==> src/rtl/and_reduce_sequencer_pkg.sv <==
// -----------------------------------------------------------------------------
// and_reduce_sequencer_pkg
//   Shared definitions for the serial AND reduction engine:
//     - state_t        : FSM state encoding (IDLE=0, ACCUM=1, DONE=2), also
//                        driven out of the top level as a debug view.
//     - DEFAULT_WIDTH  : default operand/result width.
//     - DEFAULT_NUM_OPS: default number of operands per reduction.
//     - count_width()  : width of the operand counter for a given NUM_OPS.
// -----------------------------------------------------------------------------
package and_reduce_sequencer_pkg;

  typedef enum logic [1:0] {
    ST_IDLE  = 2'd0,
    ST_ACCUM = 2'd1,
    ST_DONE  = 2'd2
  } state_t;

  localparam int DEFAULT_WIDTH   = 8;
  localparam int DEFAULT_NUM_OPS = 3;

  // The counter must be able to hold the value NUM_OPS itself, because
  // op_count reads NUM_OPS while the result waits in DONE.
  function automatic int count_width(input int num_ops);
    return $clog2(num_ops + 1);
  endfunction

endpackage

==> src/rtl/and_reduce_sequencer_accum_reg.sv <==
// -----------------------------------------------------------------------------
// and_accum_reg
//   Registered bitwise-AND accumulator shared by every operand of a reduction.
//   Ports:
//     clk   in  1      rising-edge clock
//     rst_n in  1      asynchronous active-low reset, clears q
//     load  in  1      q <= d (first operand, or d=0 to wipe the accumulator)
//     en    in  1      q <= q & d (subsequent operands); load wins over en
//     d     in  WIDTH  operand
//     q     out WIDTH  accumulated value
// -----------------------------------------------------------------------------
module and_accum_reg
  import and_reduce_sequencer_pkg::*;
#(
  parameter int WIDTH = DEFAULT_WIDTH
) (
  input  logic             clk,
  input  logic             rst_n,
  input  logic             load,
  input  logic             en,
  input  logic [WIDTH-1:0] d,
  output logic [WIDTH-1:0] q
);

  always_ff @(posedge clk or negedge rst_n) begin
    if (!rst_n) begin
      q <= '0;
    end else if (load) begin
      q <= d;
    end else if (en) begin
      q <= q & d;
    end
  end

endmodule

==> src/rtl/and_reduce_sequencer.sv <==
// -----------------------------------------------------------------------------
// and_reduce_sequencer
//   Serial multi-operand AND reduction. NUM_OPS operands arrive one at a time
//   on the input stream, are folded into a single WIDTH-bit AND accumulator,
//   and the result is offered on the output stream. Trades latency for the
//   area of a wide parallel N-input AND.
//
//   Handshake rule (both streams): a transfer happens on a rising clock edge
//   where valid and ready are both high. in_ready and out_valid are decoded
//   from registered state only, so there is no combinational path from
//   in_valid to in_ready nor from out_ready to out_valid. in_ready is high in
//   IDLE/ACCUM and low in DONE; out_valid is high only in DONE.
//
//   Ports:
//     clk       in  1      rising-edge clock
//     rst_n     in  1      asynchronous active-low reset
//     clear     in  1      synchronous abort back to IDLE (beats any transfer)
//     in_valid  in  1      operand valid
//     in_ready  out 1      operand ready
//     in_data   in  WIDTH  operand
//     out_valid out 1      result valid
//     out_ready in  1      result ready
//     out_data  out WIDTH  AND of the NUM_OPS accepted operands
//     busy      out 1      high in ACCUM or DONE
//     op_count  out CW     operands accepted so far, CW = $clog2(NUM_OPS+1)
//     state     out 2      current FSM state (debug view)
// -----------------------------------------------------------------------------
module and_reduce_sequencer
  import and_reduce_sequencer_pkg::*;
#(
  parameter  int WIDTH   = DEFAULT_WIDTH,
  parameter  int NUM_OPS = DEFAULT_NUM_OPS,
  localparam int CW      = count_width(NUM_OPS)
) (
  input  logic             clk,
  input  logic             rst_n,
  input  logic             clear,
  input  logic             in_valid,
  output logic             in_ready,
  input  logic [WIDTH-1:0] in_data,
  output logic             out_valid,
  input  logic             out_ready,
  output logic [WIDTH-1:0] out_data,
  output logic             busy,
  output logic [CW-1:0]    op_count,
  output state_t           state
);

  if (NUM_OPS < 2) begin : g_bad_num_ops
    $error("and_reduce_sequencer: NUM_OPS must be at least 2");
  end

  logic             in_xfer;
  logic             out_xfer;
  logic             last_op;
  logic             acc_load;
  logic             acc_en;
  logic [WIDTH-1:0] acc_d;
  logic [WIDTH-1:0] acc;

  assign in_xfer  = in_valid & in_ready;
  assign out_xfer = out_valid & out_ready;

  // The operand being accepted now is the final one when op_count already
  // holds NUM_OPS-1.
  assign last_op  = (op_count == CW'(NUM_OPS - 1));

  // clear reuses the load path with a zero operand so the accumulator is
  // wiped in the same cycle the FSM returns to IDLE.
  assign acc_load = clear | ((state == ST_IDLE) & in_xfer);
  assign acc_en   = ~clear & (state == ST_ACCUM) & in_xfer;
  assign acc_d    = clear ? '0 : in_data;

  and_accum_reg #(
    .WIDTH (WIDTH)
  ) u_accum (
    .clk   (clk),
    .rst_n (rst_n),
    .load  (acc_load),
    .en    (acc_en),
    .d     (acc_d),
    .q     (acc)
  );

  // FSM with every output registered. in_ready resets low and rises on the
  // first edge after reset release, then tracks "next state is not DONE".
  always_ff @(posedge clk or negedge rst_n) begin
    if (!rst_n) begin
      state     <= ST_IDLE;
      op_count  <= '0;
      out_valid <= 1'b0;
      out_data  <= '0;
      busy      <= 1'b0;
      in_ready  <= 1'b0;
    end else if (clear) begin
      // Any same-cycle input transfer and any pending result are dropped.
      state     <= ST_IDLE;
      op_count  <= '0;
      out_valid <= 1'b0;
      out_data  <= '0;
      busy      <= 1'b0;
      in_ready  <= 1'b1;
    end else begin
      unique case (state)
        ST_IDLE: begin
          in_ready <= 1'b1;
          if (in_xfer) begin
            state    <= ST_ACCUM;
            op_count <= CW'(1);
            busy     <= 1'b1;
          end
        end

        ST_ACCUM: begin
          if (in_xfer) begin
            op_count <= op_count + CW'(1);
            if (last_op) begin
              // The accumulator updates on this same edge, so the result is
              // formed from acc and the final operand directly.
              state     <= ST_DONE;
              out_data  <= acc & in_data;
              out_valid <= 1'b1;
              in_ready  <= 1'b0;
            end
          end
        end

        ST_DONE: begin
          // Result, op_count and in_ready hold until the consumer takes it.
          if (out_xfer) begin
            state     <= ST_IDLE;
            op_count  <= '0;
            out_valid <= 1'b0;
            out_data  <= '0;
            busy      <= 1'b0;
            in_ready  <= 1'b1;
          end
        end

        default: begin
          state     <= ST_IDLE;
          op_count  <= '0;
          out_valid <= 1'b0;
          out_data  <= '0;
          busy      <= 1'b0;
          in_ready  <= 1'b1;
        end
      endcase
    end
  end

endmodule
==> config.mk <==
export PLATFORM = sky130hd
export DESIGN_NAME = and_reduce_sequencer
export DESIGN_NICKNAME = d
export VERILOG_FILES = /design/src/rtl/and_reduce_sequencer_pkg.sv /design/src/rtl/and_reduce_sequencer_accum_reg.sv /design/src/rtl/and_reduce_sequencer.sv
export SDC_FILE = /design/constraint.sdc
export NUM_CORES = 1
export LEC_CHECK = 0
export ABC_CLOCK_PERIOD_IN_PS = 1900
export BUFFER_PORTS_ARGS = -buffer_cell sky130_fd_sc_hd__buf_2
export CAP_MARGIN = 20
export CORE_MARGIN = 4
export CORE_UTILIZATION = 40
export CTS_CLUSTER_DIAMETER = 150
export DETAILED_ROUTE_END_ITERATION = 10
export GPL_ROUTABILITY_DRIVEN = 0
export SETUP_SLACK_MARGIN = 0.02
export SYNTH_ARGS = -nofsm -noshare
export SYNTH_HDL_FRONTEND = slang
export SYNTH_SLANG_ARGS = --single-unit
export TNS_END_PERCENT = 10
==> constraint.sdc <==
create_clock -name clk -period 1.9 [get_ports clk]
set_clock_uncertainty 0.1 [all_clocks]
set_input_delay 0.475 -clock clk [delete_from_list [all_inputs] [get_ports clk]]
set_output_delay 0.475 -clock clk [all_outputs]
set_load 0.02 [all_outputs]
Word-level counts from Yosys, hierarchy flattened
Cells that the tools add are included.

Bits in registers: 23. Bits of input ports: 13. Output and inout bits: 15. Word-level logic and storage cells: 63.

$add $sub $neg: 1. Equal/unequal tests: 9. Muxes and demuxes: 30. Bitwise operators: 9. Reductions and logical operators: 7.

Operators by type and width (number): two-way mux 8 bit (7); case mux 8 bit (3 select lines) (1); AND 8 bit (2); two-way mux 2 bit (7); inequality test 3 bit (second input constant) (4); case mux 2 bit (3 select lines) (2); two-way mux 1 bit (10); AND reduction 3 bit (3); AND reduction 4 bit (2); case mux 1 bit (3 select lines) (2); AND 1 bit (5); == test 2 bit (second input constant) (2); inequality test 2 bit (second input constant) (2); adder 2 x 1 -> 2 bit (second input constant) (1); == test 2 x 1 -> 1 bit (second input constant) (1); zero test 2 bit (1); case mux 1 bit (2 select lines) (1); nonzero test 2 bit (1); NOT 1 bit (1); bitwise OR 1 bit (1).

Logic depth before layout (Yosys ltp)
Gate-level depths: netlist of run 1.

Depth in word-level cells: 5. Mapped depth: 6. Depth with buffers taken out: 5.

Cells and area by module
Synthesis of run 1 repeated with hierarchy kept, for this count alone.

Cells, all modules: 90. Area total of the unflattened synthesis: 1117.3 um^2.

Modules (own cells, without submodules): and_reduce_sequencer (instances 1, cells each 72, area each 805.8 um^2, seq. area each 375.4 um^2); and_accum_reg (instances 1, cells each 18, area each 311.5 um^2, seq. area each 200.2 um^2).

Least setup slack after synthesis of run 1
No wires, ideal clock.

Path kind: register -> register. Start point: register op_count[0]. End point: register out_data[6]. Library setup time: 0.121 ns. Arrival time: 1.425 ns. Data required time: 1.679 ns. Setup slack: 0.254 ns. Stages on the path, launching flop included: 7. Buffers on the path: 1. Clock period less this slack: 1.646 ns. Path through: dfrtp_1 -> inv_1 -> ha_1 -> and4_4 -> and2_1 -> buf_6 -> a32o_2.

Longest elaborated chain between the ends: 3.

Ends and longest elaborated chain: from (decl) (RTL line and_reduce_sequencer.sv:45) `output logic [CW-1:0] op_count,`; from (signal assigned) (RTL line and_reduce_sequencer.sv:116) `op_count <= op_count + CW'(1);`; == test 2 bit (RTL line and_reduce_sequencer.sv:66) `assign last_op = (op_count == CW'(NUM_OPS - 1));`; inequality test 3 bit (no source line); AND reduction 4 bit (no source line); to (signal assigned) (RTL line and_reduce_sequencer.sv:121) `out_data <= acc & in_data;`; to (decl) (RTL line and_reduce_sequencer.sv:43) `output logic [WIDTH-1:0] out_data,`.

No other way between the ends. A chain may end at the register's enable or synchronous reset.

Final worst setup path of run 1
Start point: register state[0]. End point: output port state[0].

RTL lines: from (decl) (RTL line and_reduce_sequencer.sv:46) `output state_t state`; from (signal assigned) (RTL line and_reduce_sequencer.sv:89) `state <= ST_IDLE;`; from (signal assigned) (RTL line and_reduce_sequencer.sv:97) `state <= ST_IDLE;`; from (signal assigned) (RTL line and_reduce_sequencer.sv:108) `state <= ST_ACCUM;`.

No word-level cell between the ends.

==> results of run 1 <==
==> kinds of logic after synthesis <==
group / count (synthesis)
buffers and inverters: 4
AO/OA/AOI/OAI: 27
adder cells (fa/ha/maj): 1
flip-flops: 23
AND/OR/NAND/NOR: 19
==> stage by stage <==
| stage | std cells | util | power [uW] | hold WS (ns) |
|---|---|---|---|---|
| detailed placement | 128 | 0.504 | 628 | 0.377 |
| finish | 132 | 0.516 | 845 | 0.0115 |
| global route | 132 | 0.516 | 888 | 0.0370 |
| global placement | 128 | 0.504 | 627 | 0.370 |
| CTS | 132 | 0.516 | 852 | 0.0212 |
| floorplan | 74 | - | 581 | 0.0794 |
==> worst max path at each step <==
stage          slack, ns         from          end
6_report            0.23     state[0]     state[0]
5_1_grt             0.12  op_count[0]  out_data[0]
4_1_cts             0.23  op_count[0]  out_data[4]
3_5_place_dp        0.15        clear  out_data[4]
3_3_place_gp        0.16        clear  out_data[6]
2_1_floorplan       0.25  op_count[0]  out_data[6]
==> registers in the layout (all words and copies together) (netlist names) <==
name,flops
out_data,8
u_accum.q,8
state,2
op_count,2
out_valid,1
busy,1
in_ready,1
==> area by class of cell <==
class / instances / share of cell area
clock inverters: 1 / 0.00422
repair buffers: 28 / 0.120
multi-input cells: 47 / 0.335
clock buffers: 3 / 0.0190
well taps: 28 / 0.0295
inverters: 2 / 0.00633
flip-flops and latches: 23 / 0.485
==> layout by cell type (no fill, tap or decap) <==
| cell type | synthesis | layout |
|---|---|---|
| buf_2 | 1 | 27 |
| dfrtp_1 | 23 | 23 |
| o221a_2 | 8 | 8 |
| a32o_1 | 7 | 7 |
| nand2_1 | 3 | 3 |
| a21oi_1 | 3 | 3 |
| clkbuf_4 | 0 | 3 |
| o311ai_0 | 2 | 2 |
| nor2_1 | 2 | 2 |
| nor3_1 | 2 | 2 |
| inv_1 | 1 | 1 |
| nand3b_2 | 1 | 1 |
| nor2_4 | 1 | 1 |
| clkinv_1 | 1 | 1 |
| and2_4 | 1 | 1 |
| nand2b_1 | 1 | 1 |
| or3_1 | 1 | 1 |
| a22o_1 | 1 | 1 |
| or2_2 | 1 | 1 |
| and4_4 | 1 | 1 |
| and2_1 | 1 | 1 |
| o32ai_2 | 1 | 1 |
| a32o_2 | 1 | 1 |
| nor2b_1 | 1 | 1 |
| nor3b_1 | 1 | 1 |
| o31a_1 | 1 | 1 |
| or2_1 | 1 | 1 |
| and4b_1 | 1 | 1 |
| o2bb2ai_1 | 1 | 1 |
| o21ai_0 | 1 | 1 |
| a22oi_1 | 1 | 1 |
| ha_1 | 1 | 1 |
| clkinv_2 | 0 | 1 |
| buf_4 | 0 | 1 |
==> layer usage <==
layer	track usage	wire [um]	vias to the layer above
met5	0	0	-
met4	0.0497	16	0
met3	0.0312	143	2
met2	0.192	959	24
met1	0.228	1070	382
li1	-	-	361
==> cells in the mapped netlist, drive strengths merged, types with 2 or more instances <==
cell type	count
a32o	8
o221a	8
buf	2
and2	2
nor2	3
nand2	3
or2	2
a21oi	3
dfrtp	23
nor3	2
o311ai	2
==> report_power, final <==
| group | total (uW) | internal [uW] | leakage [uW] | switching [uW] |
|---|---|---|---|---|
| Combinational | 97.0 | 40.4 | 0.000271 | 56.5 |
| Sequential | 522 | 507 | 0.000306 | 15.2 |
| Clock | 226 | 78.5 | 0.0000177 | 148 |
==> impl_metrics.json, run 1 <==
{
  "fillCellCount": 208,
  "cts_setup_buffers": 0,
  "rsz0062_at_grt": "false",
  "grt-ovfl-total": 0,
  "leakage_uw": 0.000595,
  "synth_edf_count": 0,
  "post-place-ws_ns": 0.154,
  "finalNetCount": 119,
  "p_per_area_nw_per_um2": 713,
  "max_cap_violations": 0,
  "yosys_warnings": 0,
  "syn_area_sq_um": 997,
  "wl_mm": 2.19,
  "yosys_register_bits": 23,
  "min_period_ns": 1.67,
  "clk_pin_slew_ns": 0.13,
  "max_stage_delay_ns": 0.56,
  "antenna_found_initial": 0,
  "cts_sinks": 23,
  "cts_tree": "built",
  "cts.repair.resized": 0,
  "grt_max_degree": 24,
  "status": "completed",
  "ctsHtreeMaxLevel": 1,
  "setup_ws_ns": 0.234,
  "setup_violations": 0,
  "initial_utilization": 0.434,
  "die_area_sq_um": 3360,
  "critical_path_class": "register to primary output",
  "seqCellArea_sq_um": 576,
  "cp.arrival_ns": 1.09,
  "drive_above_1_share": 0.452,
  "ff2ff_path_depth": 5,
  "grt_pass1_wl_mm": 3.73,
  "worst_slew_pin_slew_ns": 0.669,
  "grt_pass1_vias": 758,
  "ant_nets": 0,
  "cp-start-kind": "register",
  "route.detailed.drc": 0,
  "yosys.area_share.simple": 0.127,
  "ir_worst_vdd_uv": 416,
  "clock_latency_ns": 0.30,
  "synthMuxAreaShare": 0,
  "critPathRequiredTime_ns": 1.32,
  "yosysUniqueCellTypes": 32,
  "final_area_sq_um": 1190,
  "fp.dieH_um": 57.9,
  "hp-class": "input pin to asynchronous set/reset pin",
  "ys_top_cells_by_area": "dfrtp_1, o221a_2, a32o_1",
  "syn_nets": 88,
  "via_per_inst": 5.83,
  "num_antenna_cells": 0,
  "setup-tns-final_ns": 0,
  "die-width_um": 57.9,
  "timing.critical_path.buf_inv": 1,
  "finalCritPeriodShare": 0.877,
  "grt_util_all_layers": 0.145,
  "clockRootBuffer": "clkbuf_4",
  "reg2reg_setup_slack_ns": 0.24,
  "async_reset_ff_frac": 1.00,
  "hpwl_mm": 1.53,
  "portBuffers": 27,
  "cts_hold_buffers": 0,
  "cp-end-kind": "primary output",
  "yosysTopAreaCell": "dfrtp_1",
  "core.rowCount": 17,
  "syn_inst": 74,
  "path_delay_family": "flip-flops",
  "ys_seq_area_frac": 0.577,
  "synth_xor_area_frac": 0,
  "synth_top_family_by_area": "compound AO/OA/AOI/OAI gates",
  "drtIter0Drc": 40,
  "multi_input_area_sq_um": 398,
  "first_pass_iters": 4,
  "vias": 769,
  "ys.flop_type": "dfrtp_1",
  "slew_viol_final": 0,
  "critPathMaxFanout": 8,
  "fmaxAchievable_ghz": 0.600,
  "syn_area_per_cell_sq_um": 13.5,
  "hold_violations": 0,
  "synth_top_cell_area_share": 0.577,
  "coreArea_sq_um": 2300,
  "placed_area_sq_um": 1160,
  "synthAdderAreaFrac": 0.0125,
  "cp_cell_sequence": "buf_2",
  "relSlewSlack": 0.554,
  "r2r_end": "out_data[2]",
  "cts_buffer_depth": 2,
  "wl_per_cell_um": 16.6,
  "crit_cells": 1,
  "synth_compound_area_frac": 0.260,
  "syn_to_final_growth_pct": 18.9,
  "cpMaxStageDelayCell": "dfrtp_1",
  "cts_buffers": 3,
  "r2r-start": "op_count[0]",
  "ioPinCount": 28
}
(Power assumes the default switching activity.)
==> inputs of run 2 (changes only) <==
--- a/config.mk
+++ b/config.mk
@@ -8,11 +8,15 @@
 export ABC_CLOCK_PERIOD_IN_PS = 1900
 export BUFFER_PORTS_ARGS = -buffer_cell sky130_fd_sc_hd__buf_2
 export CAP_MARGIN = 20
+export CELL_PAD_IN_SITES_DETAIL_PLACEMENT = 1
+export CELL_PAD_IN_SITES_GLOBAL_PLACEMENT = 1
 export CORE_MARGIN = 4
-export CORE_UTILIZATION = 40
+export CORE_UTILIZATION = 39
 export CTS_CLUSTER_DIAMETER = 150
 export DETAILED_ROUTE_END_ITERATION = 10
 export GPL_ROUTABILITY_DRIVEN = 0
+export HOLD_SLACK_MARGIN = 0.02
+export PLACE_DENSITY_LB_ADDON = 0.1
 export SETUP_SLACK_MARGIN = 0.02
 export SYNTH_ARGS = -nofsm -noshare
 export SYNTH_HDL_FRONTEND = slang
==> run 2 against run 1 <==
Net effect:
- via count grew 1.8%
- worst setup slack lost 0.027 ns
- routed wire length grew 12%
- die area grew 2.2%
- total power shrank 0.45%
- global-route usage grew 2.1 points
- sequential share of layout area shrank 0.051 points
- combinational power grew 4%
- sequential power is essentially flat
- register-to-register slack lost 0.03 ns
- clock power shrank 2%
- critical endpoint is now out_data[6]
- largest power group unchanged
==> impl_metrics.json, run 2 (same netlist as run 1, synthesis figures left out) <==
{
  "status": "completed",
  "clock_latency_ns": 0.30,
  "cp-end-kind": "register",
  "setup-tns-final_ns": 0,
  "grt-ovfl-total": 0,
  "cts_setup_buffers": 0,
  "met1_usage": 0.209,
  "num_antenna_cells": 0,
  "critical_path_class": "register to register",
  "die-width_um": 58.6,
  "reg.largest.list": "out_data: 8 flops, u_accum.q: 8 flops",
  "cts_buffers": 3,
  "coreArea_sq_um": 2450,
  "ioPinCount": 28,
  "crit_cells": 5,
  "worst_slew_pin_slew_ns": 0.649,
  "cts_tree": "built",
  "cts.repair.resized": 0,
  "cts_hold_buffers": 0,
  "final_cells": 134,
  "gr-usage-met2": 0.270,
  "cp-start-kind": "register",
  "slew_viol_final": 0,
  "initial_utilization": 0.406,
  "finalNetCount": 119,
  "clockRootBuffer": "clkbuf_4",
  "critPathRequiredTime_ns": 2.05,
  "vias": 783,
  "critPathMaxFanout": 9,
  "die_area_sq_um": 3430,
  "reg2reg_setup_slack_ns": 0.21,
  "cpMaxStageDelayCell": "dfrtp_1",
  "relSlewSlack": 0.567,
  "grt_pass1_wl_mm": 4.23,
  "route.detailed.drc": 0,
  "max_cap_violations": 0,
  "p_total_uw": 842,
  "cp_cell_sequence": "inv_1 > ha_1 > and4_4 > and2_1 > a32o_2",
  "wl_mm": 2.45,
  "leakage_uw": 0.000592,
  "syn_to_final_growth_pct": 19.1,
  "ir_worst_vdd_uv": 350,
  "fp.dieH_um": 58.6,
  "ff2ff_path_depth": 5,
  "max_stage_delay_ns": 0.41,
  "grt_busiest_layer": "met2",
  "r2r_end": "out_data[6]",
  "min_period_ns": 1.69,
  "wl_per_cell_um": 18.3,
  "fillCellCount": 277,
  "setup_violations": 0,
  "finalCritPeriodShare": 0.891,
  "hold_violations": 0,
  "grt_pass1_vias": 876,
  "met3_usage": 0.0329,
  "multi_input_area_sq_um": 398,
  "layout_commonest_cell": "buf_2",
  "rsz0062_at_grt": "false",
  "first_pass_iters": 4,
  "path_delay_family": "simple AND/OR/NAND/NOR gates",
  "grt_util_all_layers": 0.165,
  "cp.arrival_ns": 1.84,
  "via_per_inst": 5.84,
  "portBuffers": 27,
  "timing.critical_path.buf_inv": 1,
  "whs_ns": 0.0303,
  "ant_nets": 0,
  "drtIter0Drc": 22,
  "core.rowCount": 18,
  "grt_max_degree": 24,
  "hpwl_mm": 1.77,
  "clk_pin_slew_ns": 0.12,
  "ctsHtreeMaxLevel": 1,
  "placed_cells": 130,
  "drive_above_1_share": 0.442,
  "seqCellArea_sq_um": 576,
  "cts_buffer_depth": 2,
  "p_per_area_nw_per_um2": 709,
  "fmaxAchievable_ghz": 0.591,
  "mostFrequentLayoutCells": "buf_2, dfrtp_1, o221a_2",
  "cts_sinks": 23,
  "antenna_found_initial": 0,
  "hp-class": "input pin to asynchronous set/reset pin",
  "r2r-start": "op_count[0]"
}
## run 2: worst reg2reg max path, delay by kind of cell (launching register included)
family,cells,cell delay [ns]
AOI/OAI and AO/OA,1,0.24
adders and majority gates,1,0.17
buffers and inverters,1,0.09
DFF,1,0.41
and+or+nand+nor,2,0.63
## run 2: how the worst max path moves through the flow
stage                start           to
6_report       op_count[0]  out_data[6]
4_1_cts        op_count[0]  out_data[6]
2_1_floorplan  op_count[0]  out_data[6]
3_5_place_dp         clear  out_data[6]
3_3_place_gp         clear  out_data[6]
5_1_grt        op_count[0]  out_data[0]
## run 2: metal layers
metal | vias to the layer above | part of all wire
met2 | 17 | 0.47
met3 | 4 | 0.047
met1 | 402 | 0.46
li1 | 360 | -
met5 | - | 0
met4 | 0 | 0.014
## run 2: layout make-up
cell class                      instances  share of cell area
Clock buffer                            4              0.0221
Timing Repair Buffer                   28               0.120
Inverter                                2             0.00632
Tap cell                               30              0.0316
Sequential cell                        23               0.485
Multi-Input combinational cell         47               0.335
## run 2: per-stage QoR
stage / util / setup slack [ns] / cell area (sq um)
detailed placement: 0.473 / 0.100 / 1160
floorplan: - / 0.254 / 997
global placement: 0.473 / 0.152 / 1160
finish: 0.484 / 0.207 / 1190
CTS: 0.484 / 0.198 / 1190
global route: 0.484 / 0.101 / 1190
## run 2: power breakdown
group / total (uW) / switching [uW] / internal [uW]
clock network: 221 / 139 / 81.7
logic: 101 / 60.4 / 40.4
registers: 520 / 12.9 / 507
total: 842 / 212 / 629
==> inputs of run 3 (changes only) <==
==> constraint.sdc (replaced) <==
create_clock -name clk -period 1.9 [get_ports clk]
set_clock_uncertainty 0.1 [all_clocks]
set_input_delay 0.475 -clock clk [delete_from_list [all_inputs] [get_ports clk]]
set_output_delay 0.475 -clock clk [all_outputs]
set_load 0.1 [all_outputs]
==> run 3 against run 2 <==
Net effect:
- count of clock-buffer cells in the layout fell by 1
- worst setup slack lost 0.11 ns
- fmax down 6.1%
==> impl_metrics.json, run 3 (same netlist as run 1, synthesis figures left out) <==
{
  "setup_violations": 0,
  "wl_mm": 2.38,
  "layout_commonest_cell": "buf_2",
  "cp-end-kind": "primary output",
  "reg.largest.list": "out_data: 8 flops, u_accum.q: 8 flops",
  "clockRootBuffer": "clkbuf_4",
  "cp-start-kind": "register",
  "cts_setup_buffers": 0,
  "r2r-start": "op_count[0]",
  "finalNetCount": 118,
  "status": "completed",
  "slew_viol_final": 0,
  "crit_start": "in_ready",
  "grt-ovfl-total": 0,
  "reg2reg_setup_slack_ns": 0.14,
  "cp_cell_sequence": "buf_2",
  "ioPinCount": 28,
  "critical_path_class": "register to primary output",
  "syn_to_final_growth_pct": 19.6,
  "path_delay_family": "flip-flops",
  "wl_per_cell_um": 17.9,
  "mostFrequentLayoutCells": "buf_2, dfrtp_1, o221a_2",
  "p_per_area_nw_per_um2": 741,
  "ff2ff_path_depth": 5,
  "clock_latency_ns": 0.30,
  "max_cap_violations": 0,
  "hold_violations": 0,
  "whs_ns": 0.0166,
  "min_period_ns": 1.80,
  "setup-tns-final_ns": 0,
  "relSlewSlack": 0.573,
  "hpwl_mm": 1.78,
  "final_cells": 133,
  "critPathMaxFanout": 8,
  "clk_pin_slew_ns": 0.13,
  "fmaxAchievable_ghz": 0.555,
  "cts_buffers": 3,
  "critPathRequiredTime_ns": 1.32,
  "coreArea_sq_um": 2450,
  "cpMaxStageDelayCell": "dfrtp_2",
  "cts_sinks": 23,
  "finish.utilization": 0.486,
  "die-width_um": 58.6,
  "ctsHtreeMaxLevel": 1,
  "via_per_inst": 5.72,
  "antenna_found_initial": 0,
  "grt_util_all_layers": 0.150,
  "leakage_uw": 0.000584,
  "cp.arrival_ns": 1.23,
  "worst_slew_pin_slew_ns": 0.641,
  "die_area_sq_um": 3430,
  "max_stage_delay_ns": 0.47,
  "timing.critical_path.buf_inv": 1,
  "r2r_end": "out_data[7]",
  "vias": 761,
  "cts_tree": "built",
  "first_pass_iters": 4,
  "grt_pass1_vias": 784,
  "portBuffers": 27,
  "ant_nets": 0,
  "drtIter0Drc": 30,
  "rsz0062_at_grt": "false",
  "ir_worst_vdd_uv": 586,
  "grt_max_degree": 24,
  "route.detailed.drc": 0,
  "finalCritPeriodShare": 0.949,
  "grt_pass1_wl_mm": 3.93,
  "core.rowCount": 18,
  "initial_utilization": 0.406,
  "hp-class": "input pin to asynchronous set/reset pin",
  "p_total_uw": 884,
  "num_antenna_cells": 0,
  "fp.dieH_um": 58.6,
  "placed_cells": 129,
  "drive_above_1_share": 0.495,
  "cts_buffer_depth": 2
}
[run 3: metrics by stage]
stage | worst slack, ns | area (sq um)
after global placement | 0.182 | 1160
after floorplan | 0.0277 | 1010
after global routing | 0.0495 | 1190
after detailed placement | 0.0951 | 1160
final | 0.0967 | 1190
after CTS | 0.0932 | 1190
[run 3: metal layers]
| metal | up-vias | global-route usage | part of all wire |
|---|---|---|---|
| met5 | - | 0 | 0 |
| met4 | 0 | 0.0298 | 0.0055 |
| met3 | 2 | 0.0307 | 0.047 |
| met2 | 16 | 0.215 | 0.46 |
| met1 | 381 | 0.233 | 0.48 |
| li1 | 362 | - | - |
[run 3: how the worst max path moves through the flow]
stage             endpoint  slack [ns]  cells after the start
5_1_grt           in_ready        0.05                      1
3_3_place_gp   out_data[6]        0.18                      4
2_1_floorplan     in_ready        0.03                      3
6_report          in_ready         0.1                      1
3_5_place_dp   out_data[1]         0.1                      4
4_1_cts           in_ready        0.09                      1
[run 3: area by class of cell]
class	instances	area, sq um
timing repair buffer	27	138
fill	271	1260
inverter	2	7.51
tap	30	37.5
multi-input combinational	47	398
sequential	23	584
clock inverter	1	5.00
clock buffer	3	22.5
[run 3: power breakdown]
part / leakage [uW] / internal, uW / switching [uW]
Sequential: 0.000300 / 508 / 16.2
Combinational: 0.000266 / 39.4 / 94.1
Clock: 0.0000177 / 78.3 / 148
[run 3: what timing repair did]
item                                   CTS  global route
endpoints found under the hold margin    0             0
resized for setup                        1             0
setup endpoints to repair                1             0
hold buffers                             0             0
